[config.mk]
export PLATFORM = sky130hd
export DESIGN_NAME = interrupt_flush_controller
export DESIGN_NICKNAME = d
export VERILOG_FILES = /design/src/rtl/cpu_ctrl_pkg.sv /design/src/rtl/drain_watchdog.sv /design/src/rtl/interrupt_flush_controller.sv
export SDC_FILE = /design/constraint.sdc
export NUM_CORES = 1
export LEC_CHECK = 0
export CORE_ASPECT_RATIO = 1.5
export CORE_UTILIZATION = 42
export CTS_CLUSTER_SIZE = 8
export DETAILED_ROUTE_END_ITERATION = 8
export GPL_ROUTABILITY_DRIVEN = 0
export PLACE_DENSITY_LB_ADDON = 0.15
export SYNTH_ARGS = -nofsm -noshare
export SYNTH_HDL_FRONTEND = slang
export SYNTH_SLANG_ARGS = --single-unit
[constraint.sdc]
create_clock -name clk -period 2.9 [get_ports clk]
set_input_delay 0.58 -clock clk [delete_from_list [all_inputs] [get_ports clk]]
set_output_delay 0.58 -clock clk [all_outputs]
set_load 0.05 [all_outputs]
[src/rtl/cpu_ctrl_pkg.sv]
// Shared control-path definitions for the interrupt/ERET flush initiator.
package cpu_ctrl_pkg;

  typedef enum logic [1:0] {
    IDLE     = 2'd0,
    DRAIN    = 2'd1,
    FLUSH    = 2'd2,
    REDIRECT = 2'd3
  } flush_state_t;

  localparam logic [31:0] HANDLER_ADDR_DEF = 32'h0000_4180;
  localparam int unsigned DRAIN_MAX_DEF    = 64;
  localparam logic [31:0] EPC_DS_OFFSET    = 32'd4;

  // A delay-slot instruction restarts from its branch so the branch re-executes.
  function automatic logic [31:0] epcValue(input logic [31:0] pc, input logic bd);
    return bd ? (pc - EPC_DS_OFFSET) : pc;
  endfunction

endpackage

[src/rtl/drain_watchdog.sv]
// Counts cycles spent draining mult/div; raises a sticky flag at DRAIN_MAX.
module drain_watchdog #(
  parameter int unsigned DRAIN_MAX = 64
) (
  input  logic clk,
  input  logic reset,
  input  logic en,
  input  logic clr,
  output logic timeout
);

  localparam int unsigned CW = $clog2(DRAIN_MAX + 1);

  logic [CW-1:0] count;

  // Counter saturates at DRAIN_MAX so a long drain never wraps the compare.
  always_ff @(posedge clk or negedge reset) begin
    if (!reset) begin
      count   <= '0;
      timeout <= 1'b0;
    end else if (clr) begin
      count <= '0;
    end else if (en) begin
      if (count != CW'(DRAIN_MAX)) count <= count + CW'(1);
      if (count == CW'(DRAIN_MAX - 1)) timeout <= 1'b1;
    end
  end

endmodule

[src/rtl/interrupt_flush_controller.sv]
// Decides when to take an interrupt or ERET, flushes the pipeline carriers,
// captures EPC and redirects fetch; stalls everything while mult/div drains.
module interrupt_flush_controller
  import cpu_ctrl_pkg::*;
#(
  parameter logic [31:0] HANDLER_ADDR = HANDLER_ADDR_DEF,
  parameter int unsigned DRAIN_MAX    = DRAIN_MAX_DEF
) (
  input  logic        clk,
  input  logic        reset,
  input  logic        IntPending,
  input  logic        ValidM,
  input  logic [31:0] PCM,
  input  logic        BranchDelayM,
  input  logic        EretM,
  input  logic        MDBusy,
  input  logic [31:0] EPCIn,
  output logic        InterruptRequest,
  output logic        StallAll,
  output logic        PCRedirect,
  output logic [31:0] PCTarget,
  output logic        EPCWrite,
  output logic [31:0] EPCOut,
  output logic        BDOut,
  output logic        EXLClear,
  output logic        DrainTimeout,
  output logic [1:0]  StateOut
);

  flush_state_t state, nextState;
  logic [31:0]  targetReg, targetNext;
  logic         drainEn, drainClr;

  always_ff @(posedge clk or negedge reset) begin
    if (!reset) begin
      state     <= IDLE;
      targetReg <= '0;
    end else begin
      state     <= nextState;
      targetReg <= targetNext;
    end
  end

  always_comb begin
    nextState        = state;
    targetNext       = targetReg;
    drainEn          = 1'b0;
    drainClr         = 1'b0;
    InterruptRequest = 1'b0;
    StallAll         = 1'b0;
    PCRedirect       = 1'b0;
    PCTarget         = '0;
    EPCWrite         = 1'b0;
    EXLClear         = 1'b0;

    case (state)
      IDLE: begin
        // Interrupt wins over a simultaneous ERET; bubbles never take either.
        if (IntPending && ValidM) begin
          if (!MDBusy) begin
            InterruptRequest = 1'b1;
            EPCWrite         = 1'b1;
            targetNext       = HANDLER_ADDR;
            nextState        = REDIRECT;
          end else begin
            nextState = DRAIN;
          end
        end else if (EretM && ValidM) begin
          InterruptRequest = 1'b1;
          EXLClear         = 1'b1;
          targetNext       = EPCIn;
          nextState        = REDIRECT;
        end
      end
      DRAIN: begin
        StallAll = 1'b1;
        drainEn  = 1'b1;
        if (!MDBusy) nextState = FLUSH;
      end
      FLUSH: begin
        InterruptRequest = 1'b1;
        EPCWrite         = 1'b1;
        targetNext       = HANDLER_ADDR;
        drainClr         = 1'b1;
        nextState        = REDIRECT;
      end
      REDIRECT: begin
        PCRedirect = 1'b1;
        PCTarget   = targetReg;
        nextState  = IDLE;
      end
      default: nextState = IDLE;
    endcase

    // Mealy outputs would otherwise follow live inputs while reset is held.
    if (!reset) begin
      InterruptRequest = 1'b0;
      StallAll         = 1'b0;
      PCRedirect       = 1'b0;
      PCTarget         = '0;
      EPCWrite         = 1'b0;
      EXLClear         = 1'b0;
    end
  end

  assign EPCOut   = EPCWrite ? epcValue(PCM, BranchDelayM) : '0;
  assign BDOut    = EPCWrite & BranchDelayM;
  assign StateOut = state;

  drain_watchdog #(
    .DRAIN_MAX(DRAIN_MAX)
  ) uWatchdog (
    .clk    (clk),
    .reset  (reset),
    .en     (drainEn),
    .clr    (drainClr),
    .timeout(DrainTimeout)
  );

endmodule

== Word-level counts from Yosys, hierarchy flattened ==
Cells that the tools add are included.

* Logic and storage cells: 58
* Output and inout bits: 73
* Register bits: 42
* Bits of input ports: 71

* Eq/ne operators: 8
* Bitwise logic cells: 2
* Reduce and logical (&&, ||, !) cells: 10
* Mux-type cells: 32
* $add $sub $neg: 2

{| class="wikitable"
|+ Operators by type and width
! operator !! number
|-
| 32-bit 2-to-1 mux || 7
|-
| 32-bit case mux with 2 select lines || 1
|-
| 32-bit by 3-bit subtractor with 32-bit output (second input constant) || 1
|-
| 7-bit 2-to-1 mux || 3
|-
| 1-bit 2-to-1 mux || 14
|-
| 2-bit 2-to-1 mux || 4
|-
| 2-bit case mux with 4 select lines || 1
|-
| 7-bit by 1-bit adder with 7-bit output (second input constant) || 1
|-
| 7-bit by 6-bit equality test with 1-bit output (second input constant) || 1
|-
| 7-bit != test (second input constant) || 1
|-
| 3-bit != test (second input constant) || 2
|-
| 3-bit AND reduction || 2
|-
| 2-bit nonzero test || 3
|-
| 2-bit equality test (second input constant) || 2
|-
| 1-bit case mux with 2 select lines || 2
|-
| 2-bit AND reduction || 2
|-
| 2-bit by 1-bit equality test with 1-bit output (second input constant) || 1
|-
| 1-bit logical AND || 2
|-
| 2-bit zero test || 1
|-
| 2-bit != test (second input constant) || 1
|-
| 1-bit AND || 1
|-
| 1-bit NOT || 1
|}

== Depth between registers and ports, before layout ==
Gate-level depths: netlist of run 1.

* Depth after elaboration: 5
* Mapped depth: 8
* Depth with buffers taken out: 7

== Modules after synthesis ==
Synthesis of run 1 repeated with hierarchy kept, for this count alone.

* Cells, all modules: 385
* Area total of the unflattened synthesis: 3181.8 sq um

{| class="wikitable"
|+ Modules (own cells, without submodules)
! module !! times used !! cells each !! sequential area each (sq um) !! area each (sq um)
|-
| interrupt_flush_controller || 1 || 337 || 850.8 || 2711.4
|-
| drain_watchdog || 1 || 48 || 200.2 || 470.5
|}

== Least setup slack after synthesis of run 1 ==
No wires, ideal clock.

* Path type: flip-flop to output port
* From: register state[1] (netlist: StateOut[1])
* To: output port EPCOut[22]
* Required time: 2.320 ns
* Buffers on the path: 0
* Stages on the path, launching flop included: 8
* Arrival: 3.118 ns
* Path slack: -0.798 ns
* Path through: dfrtp_1 > inv_1 > ha_1 > and4b_1 > o21ai_1 > inv_2 > nand2b_1 > o41ai_1

* Word-level cells in the longest chain between the ends: 4
* Elaborated cells between the ends (all ways): 5
* Classes of those cells: eq/ne: 1; mux: 3; reduce/logical: 1

{| class="wikitable"
|+ RTL lines
! what !! line !! text
|-
| start: declaration || interrupt_flush_controller.sv:30 || <nowiki>flush_state_t state, nextState;</nowiki>
|-
| start signal: assignment || interrupt_flush_controller.sv:39 || <nowiki>state <= nextState;</nowiki>
|-
| 2-bit equality test or 2-bit zero test (tied branches) || interrupt_flush_controller.sv:56 || <nowiki>case (state)</nowiki>
|-
| 1-bit case mux with 2 select lines * || interrupt_flush_controller.sv:56 ||
|-
| 1-bit 2-to-1 mux * || interrupt_flush_controller.sv:96 || <nowiki>if (!reset) begin</nowiki>
|-
| 32-bit 2-to-1 mux * || interrupt_flush_controller.sv:106 || <nowiki>assign EPCOut = EPCWrite ? epcValue(PCM, BranchDelayM) : '0;</nowiki>
|-
| end: declaration || interrupt_flush_controller.sv:23 || <nowiki>output logic [31:0] EPCOut,</nowiki>
|}

Every way passes the cells marked *; elsewhere a longest branch is shown, timed or not.

== Worst setup path after layout of run 1 ==
* From: input port PCM[2]
* To: output port EPCOut[17]

* Word-level cells in the longest chain between the ends: 3

{| class="wikitable"
|+ RTL lines
! what !! line !! text
|-
| start: declaration || interrupt_flush_controller.sv:13 || <nowiki>input logic [31:0] PCM,</nowiki>
|-
| 32-bit by 3-bit subtractor with 32-bit output || cpu_ctrl_pkg.sv:17 || <nowiki>return bd ? (pc - EPC_DS_OFFSET) : pc;</nowiki>
|-
| 32-bit 2-to-1 mux || cpu_ctrl_pkg.sv:17 ||
|-
| 32-bit 2-to-1 mux || interrupt_flush_controller.sv:106 ||
|}

No other way between the ends.

==> results.json, run 1 <==
{
  "rsz0062_at_grt": "true",
  "die_x_um": 72.98,
  "p_switching_w": 0.002038,
  "h-tree-depth": 2,
  "io_pins": 144,
  "relSlewSlack": 0.5941,
  "tritoncts": "yes",
  "clk_latency_ns": 0.29,
  "fillCellCount": 405,
  "die_h_um": 108.5,
  "max_cap_viol_count": 0,
  "critPathMaxFanout": 7,
  "grt_start_max_net_pins": 69,
  "hold_violations": 0,
  "syn_inst": 377,
  "drive_gt1_frac": 0.4014,
  "start_util": 0.4364,
  "nets": 661,
  "regArea_um2": 1054,
  "via_count": 3772,
  "postRouteAntennaNets": 0,
  "area_delta_synth_final_pct": 92.98,
  "grt_antenna_before_repair": 0,
  "intPower_w": 0.002266,
  "ir_drop_v": 0.0006221,
  "clockPowerShare": 0.090,
  "design_area_um2": 6126,
  "finalSetupViolations": 4,
  "status": "finished with violations",
  "final_common_cell": "buf_4",
  "drcViolationCount": 0,
  "first_pass_iters": 4,
  "hp-class": "primary input to async pin",
  "multi_input_area_um2": 2261,
  "violations": "negative setup slack",
  "cts-hold-fix-buffers": 0,
  "io_buffers": 143,
  "synth_top_area_frac": 0.3311,
  "dieArea_um2": 7917,
  "diodes": 0,
  "p_leak_nw": 2.834,
  "cts_buffer_depth": 2,
  "routed_wirelength_um": 12510,
  "netlist_area_um2": 3174,
  "sequentialPowerShare": 0.239,
  "comb_power_share": 0.671,
  "grt_pass1_vias": 3855,
  "grt_pass1_wl_um": 18370,
  "switching_share": 0.4735,
  "pwr_density_cell_nw_per_um2": 702.6,
  "yosysUniqueCellTypes": 53,
  "skew_ns": 0.007402,
  "drtIter0Drc": 271,
  "crit_path_start_kind": "primary input",
  "avgSynthCellArea_um2": 8.420,
  "async_flop_share": 1.000,
  "cts.sink_count": 42,
  "most-common-layout-cells": "buf_4, buf_12, clkdlybuf4s50_1",
  "dp_hpwl_um": 8038,
  "synth_ff_type": "dfrtp_1",
  "yosysSeqAreaShare": 0.3311,
  "synth_area_leader_cell": "dfrtp_1",
  "worstPathRequired_ns": 2.32,
  "core_um2": 7274,
  "tightest_slew_ns": 0.6023,
  "placed_cell_area_um2": 5690,
  "core.rowCount": 38,
  "grt_use_total": 0.3012,
  "ys_ff_latch": 42,
  "vias_per_cell": 5.523,
  "fin_ws_ns": -0.05356,
  "fmax_mhz": 338.6,
  "wl_per_cell_um": 18.31,
  "root_buffer": "clkbuf_8",
  "ys_warn_count": 0,
  "synth_edf_count": 0,
  "final.hold.worst_slack_ns": 0.1599,
  "rr_worst_depth": 7,
  "clkTransAtPathRegs_ns": 0.08,
  "overflow": 0,
  "netlist_top_cells_area": "dfrtp_1, mux2i_1, and3_1, nand2_1, inv_1",
  "period_share": 1.018,
  "syn_nets": 456,
  "slew_viol_final": 0,
  "arrival_ns": 2.37,
  "critPathKind": "primary input to primary output",
  "end_kind": "primary output",
  "cts_inserted_buffers": 5,
  "layout_min_cycle_time_ns": 2.954
}
## state kept, by name, indices dropped and copies added (netlist names)
register	flops
StateOut	2
targetReg	32
uWatchdog.count	7
uWatchdog.timeout	1
## synthesized netlist by cell type, types with 5 or more instances
master	instances
xor2_1	8
nor2_1	19
or2_2	5
ha_1	8
mux2i_1	33
xnor2_1	5
clkbuf_1	14
nor3_1	7
o31ai_1	9
buf_2	5
inv_1	40
and3_1	33
nand2_1	44
nand3_1	5
nand2b_1	8
or4_1	11
o21ai_1	5
and2_1	6
a21oi_1	12
dfrtp_1	42
## power groups by stage
stage / clock network (W) / registers [W] / logic, W
2_1_floorplan: 0 / 0.00103 / 0.00167
3_3_place_gp: 0 / 0.00101 / 0.00275
3_5_place_dp: 0 / 0.00103 / 0.00282
4_1_cts: 0.000400 / 0.00102 / 0.00285
5_1_grt: 0.000417 / 0.00106 / 0.00308
6_report: 0.000385 / 0.00103 / 0.00289
## cells by family (layout without fill, tap and decap cells)
logic type                 after synthesis  count (layout)  share of synthesized area
buffers and inverters                   63             268                    0.07883
DFF                                     42              42                     0.3311
adders and majority gates                8               8                    0.03153
xor gates and xnor gates                13              13                    0.03587
muxes                                   37              37                     0.1182
AOI/OAI and AO/OA                       48              48                    0.09973
and+or+nand+nor                        166             167                     0.3047
## worst max-delay path, stage by stage
cell and delay, ns:
buf_2 0.11, buf_6 0.12, nor4b_4 0.25, buf_4 0.19
nand4b_4 0.19, buf_6 0.18, or3_4 0.38, a21oi_4 0.20
buf_12 0.16
## worst paths after layout
path	end	slack, ns	startpoint
worst max-delay path	EPCOut[17]	-0.05	PCM[2]
worst min-delay path	StateOut[0]	0.16	reset
worst max register to register	targetReg[28]	0.76	StateOut[0]
worst min register to register	uWatchdog.timeout	0.46	uWatchdog.timeout
max in group asynchronous	targetReg[6]	2.17	reset
min in group clk	uWatchdog.timeout	0.46	uWatchdog.timeout
## routing by layer
layer,global-route usage,routed length [um],up-vias
met1,0.3036,4268,1814
met3,0.07176,943,50
met2,0.5681,6747,186
met5,0,0,-
met4,0.1359,549,0
li1,-,-,1722
## metrics by stage
| step | std cells | setup TNS (ns) | utilization | total power, W | worst slack, ns |
|---|---|---|---|---|---|
| finish | 683 | -0.09048 | 0.8421 | 0.004304 | -0.05356 |
| global route | 683 | -0.5454 | 0.8421 | 0.004555 | -0.09220 |
| CTS | 681 | -0.1085 | 0.8254 | 0.004271 | -0.1085 |
| detailed placement | 664 | -6.316 | 0.7823 | 0.003845 | -0.4214 |
| global placement | 664 | -5.291 | 0.7823 | 0.003758 | -0.3809 |
| floorplan | 377 | -0.1665 | - | 0.002702 | -0.1337 |
## final cells by class
type	instances	share of cell area
Clock buffer	7	0.01409
Clock inverter	1	0.0008170
Inverter	42	0.02614
Multi-Input combinational cell	273	0.3691
Sequential cell	42	0.1720
Tap cell	100	0.02042
Timing Repair Buffer	218	0.3975
## repair_timing
action,in CTS,in global routing
gates cloned,2,0
pin swaps,30,13
resized for setup,104,28
setup buffers,7,2
endpoints found under the setup margin,24,23
(Power assumes the default switching activity.)
==> run 2: changes to the inputs <==
Settings changed: SKIP_CTS_REPAIR_TIMING set to 1.
==> results.json, run 2 (synthesized netlist as in run 1, its figures left out) <==
{
  "hold_violations": 0,
  "cts_inserted_buffers": 5,
  "first_pass_iters": 5,
  "drcViolationCount": 0,
  "vias_per_cell": 5.338,
  "routed_wirelength_um": 11420,
  "via_count": 3651,
  "finalSetupViolations": 7,
  "layout_min_cycle_time_ns": 2.957,
  "grt_antenna_before_repair": 0,
  "cts_buffer_depth": 2,
  "largest_register_ffs": 32,
  "period_share": 1.020,
  "grt_use_total": 0.2624,
  "dieArea_um2": 7917,
  "status": "finished with violations",
  "ir_drop_v": 0.0006055,
  "critPathKind": "primary input to primary output",
  "io_pins": 144,
  "placed_cell_area_um2": 5690,
  "overflow": 0,
  "violations": "negative setup slack",
  "top_register": "targetReg",
  "most-common-layout-cells": "buf_4, buf_12, clkdlybuf4s50_1",
  "drtIter0Drc": 157,
  "max_cap_viol_count": 0,
  "crit_path_start_kind": "primary input",
  "grt_pass1_vias": 3575,
  "arrival_ns": 2.38,
  "area_delta_synth_final_pct": 92.35,
  "nets": 662,
  "tritoncts": "yes",
  "slew_viol_final": 0,
  "fmax_mhz": 338.1,
  "h-tree-depth": 2,
  "tightest_slew_ns": 0.5979,
  "pwr_density_cell_nw_per_um2": 699.1,
  "design_area_um2": 6106,
  "wl_per_cell_um": 16.70,
  "core_um2": 7274,
  "core.rowCount": 38,
  "fin_util": 0.8394,
  "hp-class": "primary input to async pin",
  "cts.sink_count": 42,
  "start_util": 0.4364,
  "relSlewSlack": 0.5971,
  "final_common_cell": "buf_4",
  "p_leak_nw": 2.961,
  "grt_start_max_net_pins": 69,
  "rsz0062_at_grt": "true",
  "die_x_um": 72.98,
  "skew_ns": 0.007949,
  "postRouteAntennaNets": 0,
  "fillCellCount": 398,
  "die_h_um": 108.5,
  "clkTransAtPathRegs_ns": 0.08,
  "diodes": 0,
  "drive_gt1_frac": 0.3904,
  "fin_ws_ns": -0.05731,
  "clk_latency_ns": 0.29,
  "grt_pass1_wl_um": 16240,
  "dp_hpwl_um": 8038,
  "final.hold.worst_slack_ns": 0.1512,
  "io_buffers": 143,
  "critPathMaxFanout": 6,
  "worstPathRequired_ns": 2.32,
  "root_buffer": "clkbuf_8",
  "end_kind": "primary output"
}
[run 2: critical path, stage by stage]
cell      delay [ns]
clkbuf_2        0.10
inv_1           0.07
ha_2            0.19
nor4bb_4        0.20
buf_4           0.17
nand4_1         0.17
buf_6           0.19
nor3_4          0.17
buf_6           0.13
mux2i_4         0.24
buf_12          0.16
[run 2: path summary, 6_finish.rpt]
| check | from | end | slack, ns | cells after the start |
|---|---|---|---|---|
| max in group asynchronous | reset | targetReg[6] | 2.18 | 2 |
| max reg2reg | StateOut[0] | targetReg[28] | 0.76 | 7 |
| min | reset | targetReg[0] | 0.15 | 1 |
| min in group clk | uWatchdog.timeout | uWatchdog.timeout | 0.46 | 1 |
| min reg2reg | uWatchdog.timeout | uWatchdog.timeout | 0.46 | 1 |
| max | PCM[3] | EPCOut[24] | -0.06 | 11 |
[run 2: power by group]
group          leakage, nW  total, W  switching (W)  internal (W)
Combinational         2.39   0.00285        0.00164       0.00122
Sequential           0.524   0.00103       0.000180      0.000848
Clock               0.0482  0.000389       0.000196      0.000192
[run 2: final cells by class]
| type | count | area (um2) | area share |
|---|---|---|---|
| clock inverters | 1 | 5.005 | 0.0008197 |
| multi-input cells | 273 | 2202 | 0.3607 |
| inverters | 42 | 160.2 | 0.02623 |
| well taps | 100 | 125.1 | 0.02049 |
| flip-flops and latches | 42 | 1054 | 0.1725 |
| clock buffers | 7 | 86.33 | 0.01414 |
| repair buffers | 219 | 2474 | 0.4051 |
[run 2: stage by stage]
stage	TNS [ns]	worst slack, ns	total power (W)	std cells
2_1_floorplan	-0.1665	-0.1337	0.002702	377
3_3_place_gp	-5.291	-0.3809	0.003758	664
3_5_place_dp	-6.316	-0.4214	0.003845	664
4_1_cts	-6.581	-0.4347	0.004247	672
5_1_grt	-0.6804	-0.1333	0.004514	684
6_report	-0.2208	-0.05731	0.004269	684
[run 2: layer usage]
layer / global-route usage / routed length, um
met5: 0 / 0
met4: 0.1176 / 379
met3: 0.05126 / 647
met2: 0.4980 / 6255
met1: 0.2692 / 4141
==> edit 1: new RTL, config.mk and constraints of run 1 <==
Change the package constant `DRAIN_MAX_DEF` from 64 to 128.
--- a/src/rtl/cpu_ctrl_pkg.sv
+++ b/src/rtl/cpu_ctrl_pkg.sv
@@ -9,7 +9,7 @@
   } flush_state_t;
 
   localparam logic [31:0] HANDLER_ADDR_DEF = 32'h0000_4180;
-  localparam int unsigned DRAIN_MAX_DEF    = 64;
+  localparam int unsigned DRAIN_MAX_DEF    = 128;
   localparam logic [31:0] EPC_DS_OFFSET    = 32'd4;
 
   // A delay-slot instruction restarts from its branch so the branch re-executes.
Check against the original RTL: no difference found for any inputs over 10 cycles, from zero or initial values and one cycle with reset low; that may be too few to reach the edited logic, so the function may still have changed.
==> edit 1 against run 1 <==
- the run still ends with setup timing left
- core utilization is 5.2 points higher
- sequential cell count is 1 higher
- final area is 6.9% higher
- routed wire length is 18% higher
- total power is 4.9% higher
- setup slack worse by 210 ps
- via count is 10% higher
- synthesized area is 0.67% higher
- critical endpoint is now EPCOut[21]
- largest power group unchanged
==> edit 1: results (changes against run 1) <==
* Length of routed met3 wiring at 1.15 mm (was 943 um)
* Endpoint of the worst-slack reg-to-reg timing path: targetReg[19] (was targetReg[28])
* Starting DRC count in detailed routing at 270 (was 271)
* Post-Synth XOR/XNOR Area at 0.0274 (was 0.0359)
* CTS clock-pin slew for the worst setup and hold paths at 100 ps (was 80 ps)
* Result of the run: finished with violations (unchanged)
* Clock skew at 18.9 ps (was 7.40 ps)
* Estimated wirelength of the detail-placed design at 9.56 mm (was 8.04 mm)
* Combined area of the multi-input logic cells at 2330 um2 (was 2260 um2)
* Post-Syn Nets at 470 (was 456)
* Internal power summed over all cells at 2.36 mW (was 2.27 mW)
* Initial DRT Pass Iterations at 6 (was 4)
* Global Route met3 Usage at 0.0970 (was 0.0718)
* Endpoints failing setup at 17 (was 4)
* Number of nets in the final layout at 694 (was 661)
* Seq_cells at 43 (was 42)
* Non-clock buffer area fraction after layout at 0.421 (was 0.397)
* Global-route wire length before repair at 21.5 mm (was 18.4 mm)
* Master of the slowest instance on the critical path: sky130_fd_sc_hd__or4_4 (was sky130_fd_sc_hd__or3_4)
* Worst-case setup margin in the final layout at -262 ps (was -53.6 ps)
* Register area share after synthesis at 0.337 (was 0.331)
* Clock-cell share at 0.0136 (was 0.0149)
* Vias in the first global route at 4,363 (was 3,855)
* Violated checks: setup timing (unchanged)
* Clk power at 395 uW (was 385 uW)
* Proportion of layout cells with a drive suffix above 1 at 0.459 (was 0.401)
* Met2 WL post-DR at 7.92 mm (was 6.75 mm)
* Largest net degree at the start of global routing at 79 (was 69)
* Count of distinct cell types in the synthesized netlist at 43 (was 53)
==> edit 1: worst max-delay path by stage <==
| stage | endpoint | slack, ps | depth (start not counted) |
|---|---|---|---|
| finish | EPCOut[21] | -260 | 6 |
| global placement | EPCOut[28] | -600 | 8 |
| detailed placement | EPCOut[28] | -650 | 8 |
| floorplan | EPCOut[27] | -200 | 6 |
| CTS | EPCOut[29] | -250 | 6 |
| global route | EPCOut[21] | -290 | 6 |
==> edit 1: per-stage QoR <==
step           cell area [um2]  hold WS (ps)   util  cells  setup slack [ps]
3_5_place_dp              6140           480  0.839    689              -646
6_report                  6550           301  0.895    716              -262
5_1_grt                   6550           316  0.895    716              -290
4_1_cts                   6420           305  0.876    710              -248
2_1_floorplan             3470           284      -    391              -200
3_3_place_gp              6140           465  0.839    689              -600
==> edit 1: what timing repair did <==
item                                    in CTS  in global routing
gates cloned                                 1                  0
pin swaps                                   30                 30
endpoints found under the setup margin      25                 21
gates resized for setup                    108                 40
setup buffers                               12                  6
==> edit 2: new RTL, settings of run 1 <==
Made on the original files. Put a register stage on the output `DrainTimeout`, with the module's reset. The value now appears one clock later. The other outputs are not delayed to match.
--- a/src/rtl/interrupt_flush_controller.sv
+++ b/src/rtl/interrupt_flush_controller.sv
@@ -26,6 +26,8 @@
   output logic        DrainTimeout,
   output logic [1:0]  StateOut
 );
+
+  logic DrainTimeout_d;
 
   flush_state_t state, nextState;
   logic [31:0]  targetReg, targetNext;
@@ -114,8 +116,16 @@
     .reset  (reset),
     .en     (drainEn),
     .clr    (drainClr),
-    .timeout(DrainTimeout)
+    .timeout(DrainTimeout_d)
   );
+
+  always_ff @(posedge clk or negedge reset) begin
+    if (!reset) begin
+      DrainTimeout <= '0;
+    end else begin
+      DrainTimeout <= DrainTimeout_d;
+    end
+  end
 
 endmodule
 
Function: no difference found for any inputs over 10 cycles, from zero or initial values and one cycle with reset low; that may be too few to reach the edited logic, so the function may still have changed.
==> edit 2 against run 1 <==
- the flow still finishes with violations (setup timing)
- synthesized cell count increased by 2.1%
- final area rose by 1.1%
- setup slack lost 170 ps
- core utilization rose by 0.91 points
- synthesized area barely moved
- routed wire length decreased by 2.0%
- sequential cell count rose by 1
- total power grew 0.76%
- clock power is 27% higher
- critical path type unchanged
==> edit 2: results (changes against run 1) <==
* Register area share after synthesis at 0.339 (was 0.331)
* Largest net degree at the start of global routing at 34 (was 69)
* Clock-cell share at 0.0190 (was 0.0149)
* Post-Syn Nets at 464 (was 456)
* Power density over the cells at 700 nW/um2 (was 703 nW/um2)
* Total vias in the final route at 3,845 (was 3,772)
* Number of non-clock buffers in the layout at 225 (was 218)
* Multi-input gate count at 275 (was 273)
* Global-route wire length before repair at 17.8 mm (was 18.4 mm)
* Starting DRC count in detailed routing at 209 (was 271)
* Worst-case setup margin in the final layout at -225 ps (was -53.6 ps)
* Critical path launch point: PCM[26] (was PCM[2])
* Length of routed met3 wiring at 969 um (was 943 um)
* Endpoints failing setup at 7 (was 4)
* Result of the run: finished with violations (unchanged)
* Endpoint of the worst-slack reg-to-reg timing path: uWatchdog.count[0] (was targetReg[28])
* Master of the slowest instance on the critical path: sky130_fd_sc_hd__or4_4 (was sky130_fd_sc_hd__or3_4)
* Global-route usage over all layers at 0.292 (was 0.301)
* Number of inserted filler cells in the final layout at 403 (was 405)
* Number of buffers inserted to repair setup after CTS at 18 (was 7)
* Estimated wirelength of the detail-placed design at 7.63 mm (was 8.04 mm)
* Count of distinct cell types in the synthesized netlist at 42 (was 53)
* Count of clock buffers in the final design at 6 (was 7)
* Capture point of the worst path: EPCOut[30] (was EPCOut[17])
* Proportion of layout cells with a drive suffix above 1 at 0.426 (was 0.401)
* Combined area of the multi-input logic cells at 2210 um2 (was 2260 um2)
* Post-Route Hold Slack at 129 ps (was 160 ps)
* Biggest area contributors in the synthesized netlist: sky130_fd_sc_hd__dfrtp_1 (34%), sky130_fd_sc_hd__mux2i_1 (9.8%), sky130_fd_sc_hd__and3_1 (6.5%), sky130_fd_sc_hd__inv_1 (4.9%), sky130_fd_sc_hd__nand2_1 (4.4%) (was sky130_fd_sc_hd__dfrtp_1 (33%), sky130_fd_sc_hd__mux2i_1 (10%), sky130_fd_sc_hd__and3_1 (6.5%), sky130_fd_sc_hd__nand2_1 (5.2%), sky130_fd_sc_hd__inv_1 (4.7%))
* Peak ir drop on the vdd network at 0.718 mV (was 0.622 mV)
* Non-filler instance count after layout at 692 (was 683)
* Violated checks: setup timing (unchanged)
* Non-clock buffer area fraction after layout at 0.405 (was 0.397)
* Pin slew with the least headroom to its limit at 520 ps (was 602 ps)
* Met2 WL post-DR at 6.51 mm (was 6.75 mm)
* Number of gates resized after CTS at 131 (was 104)
==> edit 2: cell count changes in the layout (fill, tap and decap cells not counted), moves of 5 or more <==
cell	run 1	this run
sky130_fd_sc_hd__xnor2_1	5	10
sky130_fd_sc_hd__nand2_1	42	36
sky130_fd_sc_hd__or3_1	0	8
sky130_fd_sc_hd__dlygate4sd2_1	10	3
sky130_fd_sc_hd__o21ai_0	4	14
sky130_fd_sc_hd__nand2b_1	8	3
==> edit 2: logic make-up (layout without fill, tap and decap cells) <==
| group | Yosys count | after routing | share of synthesized area |
|---|---|---|---|
| compound gates | 55 | 55 | 0.101 |
| buf+inv | 67 | 274 | 0.0895 |
| flops | 43 | 43 | 0.339 |
| fa+ha+maj | 8 | 8 | 0.0315 |
| simple gates | 163 | 163 | 0.288 |
| mux | 35 | 35 | 0.112 |
| xor+xnor | 14 | 14 | 0.0386 |
==> edit 2: power breakdown <==
group          internal (mW)  leakage, nW  switching [mW]
combinational           1.22         2.17            1.62
sequential             0.850        0.541           0.164
clock                  0.279       0.0612           0.209
